<file path="src/rtl/lsu_mem_arbiter.sv">
// Round-robin arbiter that funnels per-lane LSU loads and stores onto a single
// memory read channel and a single memory write channel, one transaction at a time.
module lsu_mem_arbiter #(
  parameter int NUM_CONSUMERS = 4,
  parameter int ADDR_BITS     = 8,
  parameter int DATA_BITS     = 8
) (
  input  logic                               clk,
  input  logic                               rst_n,
  input  logic [NUM_CONSUMERS-1:0]           consumer_read_valid,
  input  logic [NUM_CONSUMERS*ADDR_BITS-1:0] consumer_read_address,
  output logic [NUM_CONSUMERS-1:0]           consumer_read_ready,
  output logic [NUM_CONSUMERS*DATA_BITS-1:0] consumer_read_data,
  input  logic [NUM_CONSUMERS-1:0]           consumer_write_valid,
  input  logic [NUM_CONSUMERS*ADDR_BITS-1:0] consumer_write_address,
  input  logic [NUM_CONSUMERS*DATA_BITS-1:0] consumer_write_data,
  output logic [NUM_CONSUMERS-1:0]           consumer_write_ready,
  output logic                               mem_read_valid,
  output logic [ADDR_BITS-1:0]               mem_read_address,
  input  logic                               mem_read_ready,
  input  logic [DATA_BITS-1:0]               mem_read_data,
  output logic                               mem_write_valid,
  output logic [ADDR_BITS-1:0]               mem_write_address,
  output logic [DATA_BITS-1:0]               mem_write_data,
  input  logic                               mem_write_ready
);

  localparam int IDX_W = $clog2(NUM_CONSUMERS);
  localparam logic [IDX_W-1:0] LAST_LANE = IDX_W'(NUM_CONSUMERS - 1);
  localparam logic [IDX_W:0]   LANES     = (IDX_W+1)'(NUM_CONSUMERS);

  typedef enum logic [1:0] {
    IDLE          = 2'd0,
    READ_WAITING  = 2'd1,
    WRITE_WAITING = 2'd2,
    RELAYING      = 2'd3
  } state_t;

  state_t                             state, state_next;
  logic [IDX_W-1:0]                   rr_ptr, rr_ptr_next;
  logic [IDX_W-1:0]                   grant, grant_next;
  logic                               serve_read, serve_read_next;
  logic                               mem_read_valid_next;
  logic [ADDR_BITS-1:0]               mem_read_address_next;
  logic                               mem_write_valid_next;
  logic [ADDR_BITS-1:0]               mem_write_address_next;
  logic [DATA_BITS-1:0]               mem_write_data_next;
  logic [NUM_CONSUMERS-1:0]           consumer_read_ready_next;
  logic [NUM_CONSUMERS-1:0]           consumer_write_ready_next;
  logic [NUM_CONSUMERS*DATA_BITS-1:0] consumer_read_data_next;

  logic                               req_found;
  logic [IDX_W-1:0]                   req_lane;
  logic [IDX_W:0]                     scan_sum;
  logic [IDX_W-1:0]                   scan_lane;
  logic                               req_is_read;
  logic [ADDR_BITS-1:0]               sel_read_addr;
  logic [ADDR_BITS-1:0]               sel_write_addr;
  logic [DATA_BITS-1:0]               sel_write_data;
  logic                               held_valid;

  // First requesting lane at or after rr_ptr, wrapping at NUM_CONSUMERS.
  always_comb begin
    req_found = 1'b0;
    req_lane  = rr_ptr;
    scan_sum  = '0;
    scan_lane = '0;
    for (int k = 0; k < NUM_CONSUMERS; k++) begin
      scan_sum = {1'b0, rr_ptr} + (IDX_W+1)'(k);
      if (scan_sum >= LANES) begin
        scan_sum = scan_sum - LANES;
      end
      scan_lane = scan_sum[IDX_W-1:0];
      if (!req_found && (consumer_read_valid[scan_lane] || consumer_write_valid[scan_lane])) begin
        req_found = 1'b1;
        req_lane  = scan_lane;
      end
    end
  end

  always_comb begin
    req_is_read    = 1'b0;
    sel_read_addr  = '0;
    sel_write_addr = '0;
    sel_write_data = '0;
    held_valid     = 1'b0;
    for (int i = 0; i < NUM_CONSUMERS; i++) begin
      if (req_lane == IDX_W'(i)) begin
        req_is_read    = consumer_read_valid[i];
        sel_read_addr  = consumer_read_address[i*ADDR_BITS +: ADDR_BITS];
        sel_write_addr = consumer_write_address[i*ADDR_BITS +: ADDR_BITS];
        sel_write_data = consumer_write_data[i*DATA_BITS +: DATA_BITS];
      end
      if (grant == IDX_W'(i)) begin
        held_valid = serve_read ? consumer_read_valid[i] : consumer_write_valid[i];
      end
    end
  end

  always_comb begin
    state_next                = state;
    rr_ptr_next               = rr_ptr;
    grant_next                = grant;
    serve_read_next           = serve_read;
    mem_read_valid_next       = mem_read_valid;
    mem_read_address_next     = mem_read_address;
    mem_write_valid_next      = mem_write_valid;
    mem_write_address_next    = mem_write_address;
    mem_write_data_next       = mem_write_data;
    consumer_read_ready_next  = consumer_read_ready;
    consumer_write_ready_next = consumer_write_ready;
    consumer_read_data_next   = consumer_read_data;

    unique case (state)
      IDLE: begin
        if (req_found) begin
          grant_next      = req_lane;
          serve_read_next = req_is_read;
          // A lane asking for both is served as a read; its write waits for a later grant.
          if (req_is_read) begin
            mem_read_valid_next   = 1'b1;
            mem_read_address_next = sel_read_addr;
            state_next            = READ_WAITING;
          end else begin
            mem_write_valid_next   = 1'b1;
            mem_write_address_next = sel_write_addr;
            mem_write_data_next    = sel_write_data;
            state_next             = WRITE_WAITING;
          end
        end
      end
      READ_WAITING: begin
        if (mem_read_ready) begin
          mem_read_valid_next = 1'b0;
          state_next          = RELAYING;
          for (int i = 0; i < NUM_CONSUMERS; i++) begin
            if (grant == IDX_W'(i)) begin
              consumer_read_ready_next[i]                    = 1'b1;
              consumer_read_data_next[i*DATA_BITS +: DATA_BITS] = mem_read_data;
            end
          end
        end
      end
      WRITE_WAITING: begin
        if (mem_write_ready) begin
          mem_write_valid_next = 1'b0;
          state_next           = RELAYING;
          for (int i = 0; i < NUM_CONSUMERS; i++) begin
            if (grant == IDX_W'(i)) begin
              consumer_write_ready_next[i] = 1'b1;
            end
          end
        end
      end
      RELAYING: begin
        if (!held_valid) begin
          consumer_read_ready_next  = '0;
          consumer_write_ready_next = '0;
          state_next                = IDLE;
          rr_ptr_next               = (grant == LAST_LANE) ? '0 : grant + IDX_W'(1);
        end
      end
      default: begin
        state_next = IDLE;
      end
    endcase
  end

  always_ff @(posedge clk or negedge rst_n) begin
    if (!rst_n) begin
      state                <= IDLE;
      rr_ptr               <= '0;
      grant                <= '0;
      serve_read           <= 1'b0;
      mem_read_valid       <= 1'b0;
      mem_read_address     <= '0;
      mem_write_valid      <= 1'b0;
      mem_write_address    <= '0;
      mem_write_data       <= '0;
      consumer_read_ready  <= '0;
      consumer_write_ready <= '0;
      consumer_read_data   <= '0;
    end else begin
      state                <= state_next;
      rr_ptr               <= rr_ptr_next;
      grant                <= grant_next;
      serve_read           <= serve_read_next;
      mem_read_valid       <= mem_read_valid_next;
      mem_read_address     <= mem_read_address_next;
      mem_write_valid      <= mem_write_valid_next;
      mem_write_address    <= mem_write_address_next;
      mem_write_data       <= mem_write_data_next;
      consumer_read_ready  <= consumer_read_ready_next;
      consumer_write_ready <= consumer_write_ready_next;
      consumer_read_data   <= consumer_read_data_next;
    end
  end

endmodule

</file>
<file path="config.mk">
export PLATFORM = sky130hd
export DESIGN_NAME = lsu_mem_arbiter
export DESIGN_NICKNAME = d
export VERILOG_FILES = /design/src/rtl/lsu_mem_arbiter.sv
export SDC_FILE = /design/constraint.sdc
export NUM_CORES = 1
export LEC_CHECK = 0
export ABC_AREA = 1
export BUFFER_PORTS_ARGS = -buffer_cell sky130_fd_sc_hd__buf_2
export CAP_MARGIN = 10
export CORE_MARGIN = 4
export CORE_UTILIZATION = 51
export CTS_CLUSTER_SIZE = 40
export DETAILED_ROUTE_END_ITERATION = 16
export PLACE_DENSITY = 0.86
export RECOVER_POWER = 100
export REMOVE_ABC_BUFFERS = 1
export SETUP_SLACK_MARGIN = 0.4
export SLEW_MARGIN = 20
export SYNTH_ARGS = -nofsm -noshare
export SYNTH_HDL_FRONTEND = slang
export SYNTH_SLANG_ARGS = --single-unit
</file>
<file path="constraint.sdc">
create_clock -name clk -period 4.8 [get_ports clk]
set_clock_uncertainty 0.1 [all_clocks]
set_input_delay 1.2 -clock clk [delete_from_list [all_inputs] [get_ports clk]]
set_output_delay 1.2 -clock clk [all_outputs]
set_load 0.01 [all_outputs]
</file>
==> key figures <==
Setup path
  – FF-to-FF Start: rr_ptr[0]
  – R2r endpoint: mem_read_address[0]
  – Req. time, crit path: 4.91 ns
  – Crit path launch type: input port
  – Setup Crit Path Kind: in2reg
  – Reg2Reg Setup Slack: 1.24 ns
  – Crit path arrival time: 4.01 ns
  – R2R depth: 16
  – Worst Path Max Fanout: 40
  – Worst setup EP type: register

Routing
  – Pre-Repair DR Iteration Count: 7
  – Final wirelength: 11700 µm
  – # DRC: 0
  – DR vias: 4429
  – Starting DRT DRC Count: 251
  – ANT nets after route: 0
  – Drt wl/cell: 14.5 µm
  – Vias per inst: 5.45

Clock network
  – Clock transition at path regs: 0.07 ns
  – Post-CTS setup repair buffer count: 0
  – TritonCTS buffer count: 9
  – H-tree levels: 3
  – Clock root buffer master: clkbuf_8
  – CTS tree: built
  – CTS max path bufs: 2
  – Clock Latency Late Sink: 0.34 ns
  – Clk sinks: 73
  – Post_cts resized: 0
  – Hold_buf cts: 0

Yosys
  – Synth Flop Type: dfrtp_1
  – Synth warnings: 0
  – Mapped Cells: 537
  – Async S/R FF share, synth: 1.00
  – Synth top area cells: dfrtp_1 45%, nand2_1 16%, nand3_1 9.6%
  – Syn Std Cell Area: 4060 µm²
  – Mean post-synth cell area: 7.57 µm²
  – Post-synth top cells: 176 x nand2_1, 78 x nand3_1, 78 x o21ai_0, 73 x dfrtp_1, 28 x inv_1
  – Post-synth EDFFs: 0
  – Most common cell in the synthesized netlist: nand2_1
  – Post-synth cell types: 27
  – Largest area contributor in the netlist: dfrtp_1
  – Yosys top cell area share: 0.450
  – Post-synthesis sequential area ratio: 0.450
  – Yosys reg bits: 73

GRT
  – First-pass GRT wire length: 19200 µm
  – Largest net degree at the start of global routing: 74
  – Number of global-route vias before repair: 4182
  – Total track usage: 0.245
  – Total gr overflow: 0
  – Antenna violations before repair: 0

Timing
  – Slew HR: -0.141
  – Worst-margin pin slew: 1.71 ns
  – RSZ-0062 raised after global routing: false
  – Tcrit/Tclk final: 0.813
  – Final number of hold-violating endpoints: 0
  – Fmax: 0.256 GHz
  – Max Slew Vio Count: 74
  – Fin crit period: 3.90 ns
  – Fin Setup TNS: 0 ns
  – Setup violators final: 0

Place
  – Dpl hpwl: 8860 µm
  – GPL Wtd Cong: 0.890
  – IO Port Bufs: 181

Die
  – Num rows: 32
  – Chip height: 97.3 µm
  – DIE AREA: 9460 µm²
  – Initial Util: 0.526
  – Die span in x: 97.3 µm
  – Core area: 7730 µm²
  – Top-Level Pins: 182

Worst hold path
  – Worst Hold Class: reg2reg
  – Hold Path Origin: mem_read_valid
  – Hold Path Cell Cnt: 2
  – Worst Hold Path EP: mem_read_valid

Power
  – Static leakage: 2.59 nW
  – Power Density: 754 nW/µm²
  – Peak VDD IR: 0.000368 V

Final layout
  – Final net count: 829
  – Area delta synth->final: 24.8%
  – Share of layout cells above drive strength 1: 0.208
  – # fillers: 694
  – Final antenna diode count: 0
  – Final core utilization: 0.656
  – Multi-input logic area: 1950 µm²
  – Storage cell area: 1830 µm²

Flow run
  – MaxCap Viol Count: 1

Status
  – Status: complete, but fails checks
  – Failing checks: max-capacitance violations, max-slew violations
-- cell families after synthesis --
kind of cell,share of synthesized area
fa+ha+maj,0.0246
buf+inv,0.0693
simple gates,0.323
flops,0.450
compound gates,0.133
-- layer usage --
layer	track usage	vias to the layer above	routed length, µm
li1	-	2133	-
met1	0.294	2009	4600
met2	0.428	252	5690
met3	0.0617	35	1140
met4	0.0820	0	294
met5	0	-	0
-- metrics by stage --
step / hold WS [ns] / power (mW) / cell area, µm² / cells / setup WS [ns]
global placement: 0.358 / 3.32 / 4970 / 796 / 1.05
detailed placement: 0.362 / 3.42 / 4970 / 796 / 0.849
global route: 0.408 / 4.19 / 5070 / 812 / 0.530
finish: 0.381 / 3.82 / 5070 / 812 / 0.895
floorplan: 0.403 / 2.63 / 3910 / 510 / 0.885
CTS: 0.376 / 3.89 / 5160 / 812 / 1.22
-- critical path, stage by stage --
cell,delay (ns)
clkbuf_1,0.13
o21ai_0,0.25
nand3_1,0.12
nand2_1,0.10
nand2_1,0.06
inv_1,0.11
nand3_1,0.11
nand2_1,0.09
nand2_1,0.05
nand2_1,0.56
buf_4,0.47
nand3_1,0.13
nand3_1,0.12
nand3_2,0.27
nand2_1,0.13
o21ai_0,0.09
-- area by class of cell --
type,instances,share of cell area
Clock buffer,9,0.0244
Clock inverter,7,0.0141
Inverter,34,0.0252
Multi-Input combinational cell,403,0.385
Sequential cell,73,0.360
Tap cell,102,0.0252
Timing Repair Buffer,184,0.166
-- registers in the layout (all words and copies together), names as in the netlist --
signal / cells
serve_read: 1
consumer_read_ready: 4
mem_write_address: 8
grant: 2
consumer_write_ready: 4
rr_ptr: 2
mem_write_valid: 1
state: 2
mem_read_address: 8
consumer_read_data: 32
mem_read_valid: 1
mem_write_data: 8
-- where the power goes --
part	switching (mW)	internal [mW]	leakage [nW]
Combinational	1.53	0.716	1.57
Clock	0.231	0.240	0.103
Sequential	0.197	0.908	0.917
-- cell usage in the layout, fill, tap and decap left out, types with 2 or more instances in the layout --
master,synthesis,routed
nand4_1,17,17
nand3_1,78,78
nor2_1,6,6
clkbuf_8,0,9
buf_4,4,3
inv_2,6,5
clkinv_4,0,3
a21oi_1,15,15
nand2_1,176,177
nor2_2,2,2
nor2_8,2,2
nand3_4,2,2
inv_1,28,29
o21ai_0,78,78
o21ai_1,10,10
ha_1,8,8
clkbuf_1,10,69
clkinv_2,0,3
dfrtp_1,73,73
buf_2,9,111
nand2_2,3,2
-- worst max path at each step --
stage,start,endpoint,slack [ns],depth (start not counted)
after floorplan,consumer_write_valid[0],mem_write_address[0],0.89,16
after global placement,consumer_read_valid[2],state[1],1.05,18
after detailed placement,consumer_read_valid[0],mem_read_address[0],0.85,15
after CTS,consumer_read_valid[0],mem_read_address[3],1.22,16
after global routing,consumer_read_valid[0],mem_read_address[7],0.53,16
final,consumer_read_valid[0],mem_read_address[0],0.90,16
No activity file was read; power rests on OpenSTA's default activity.
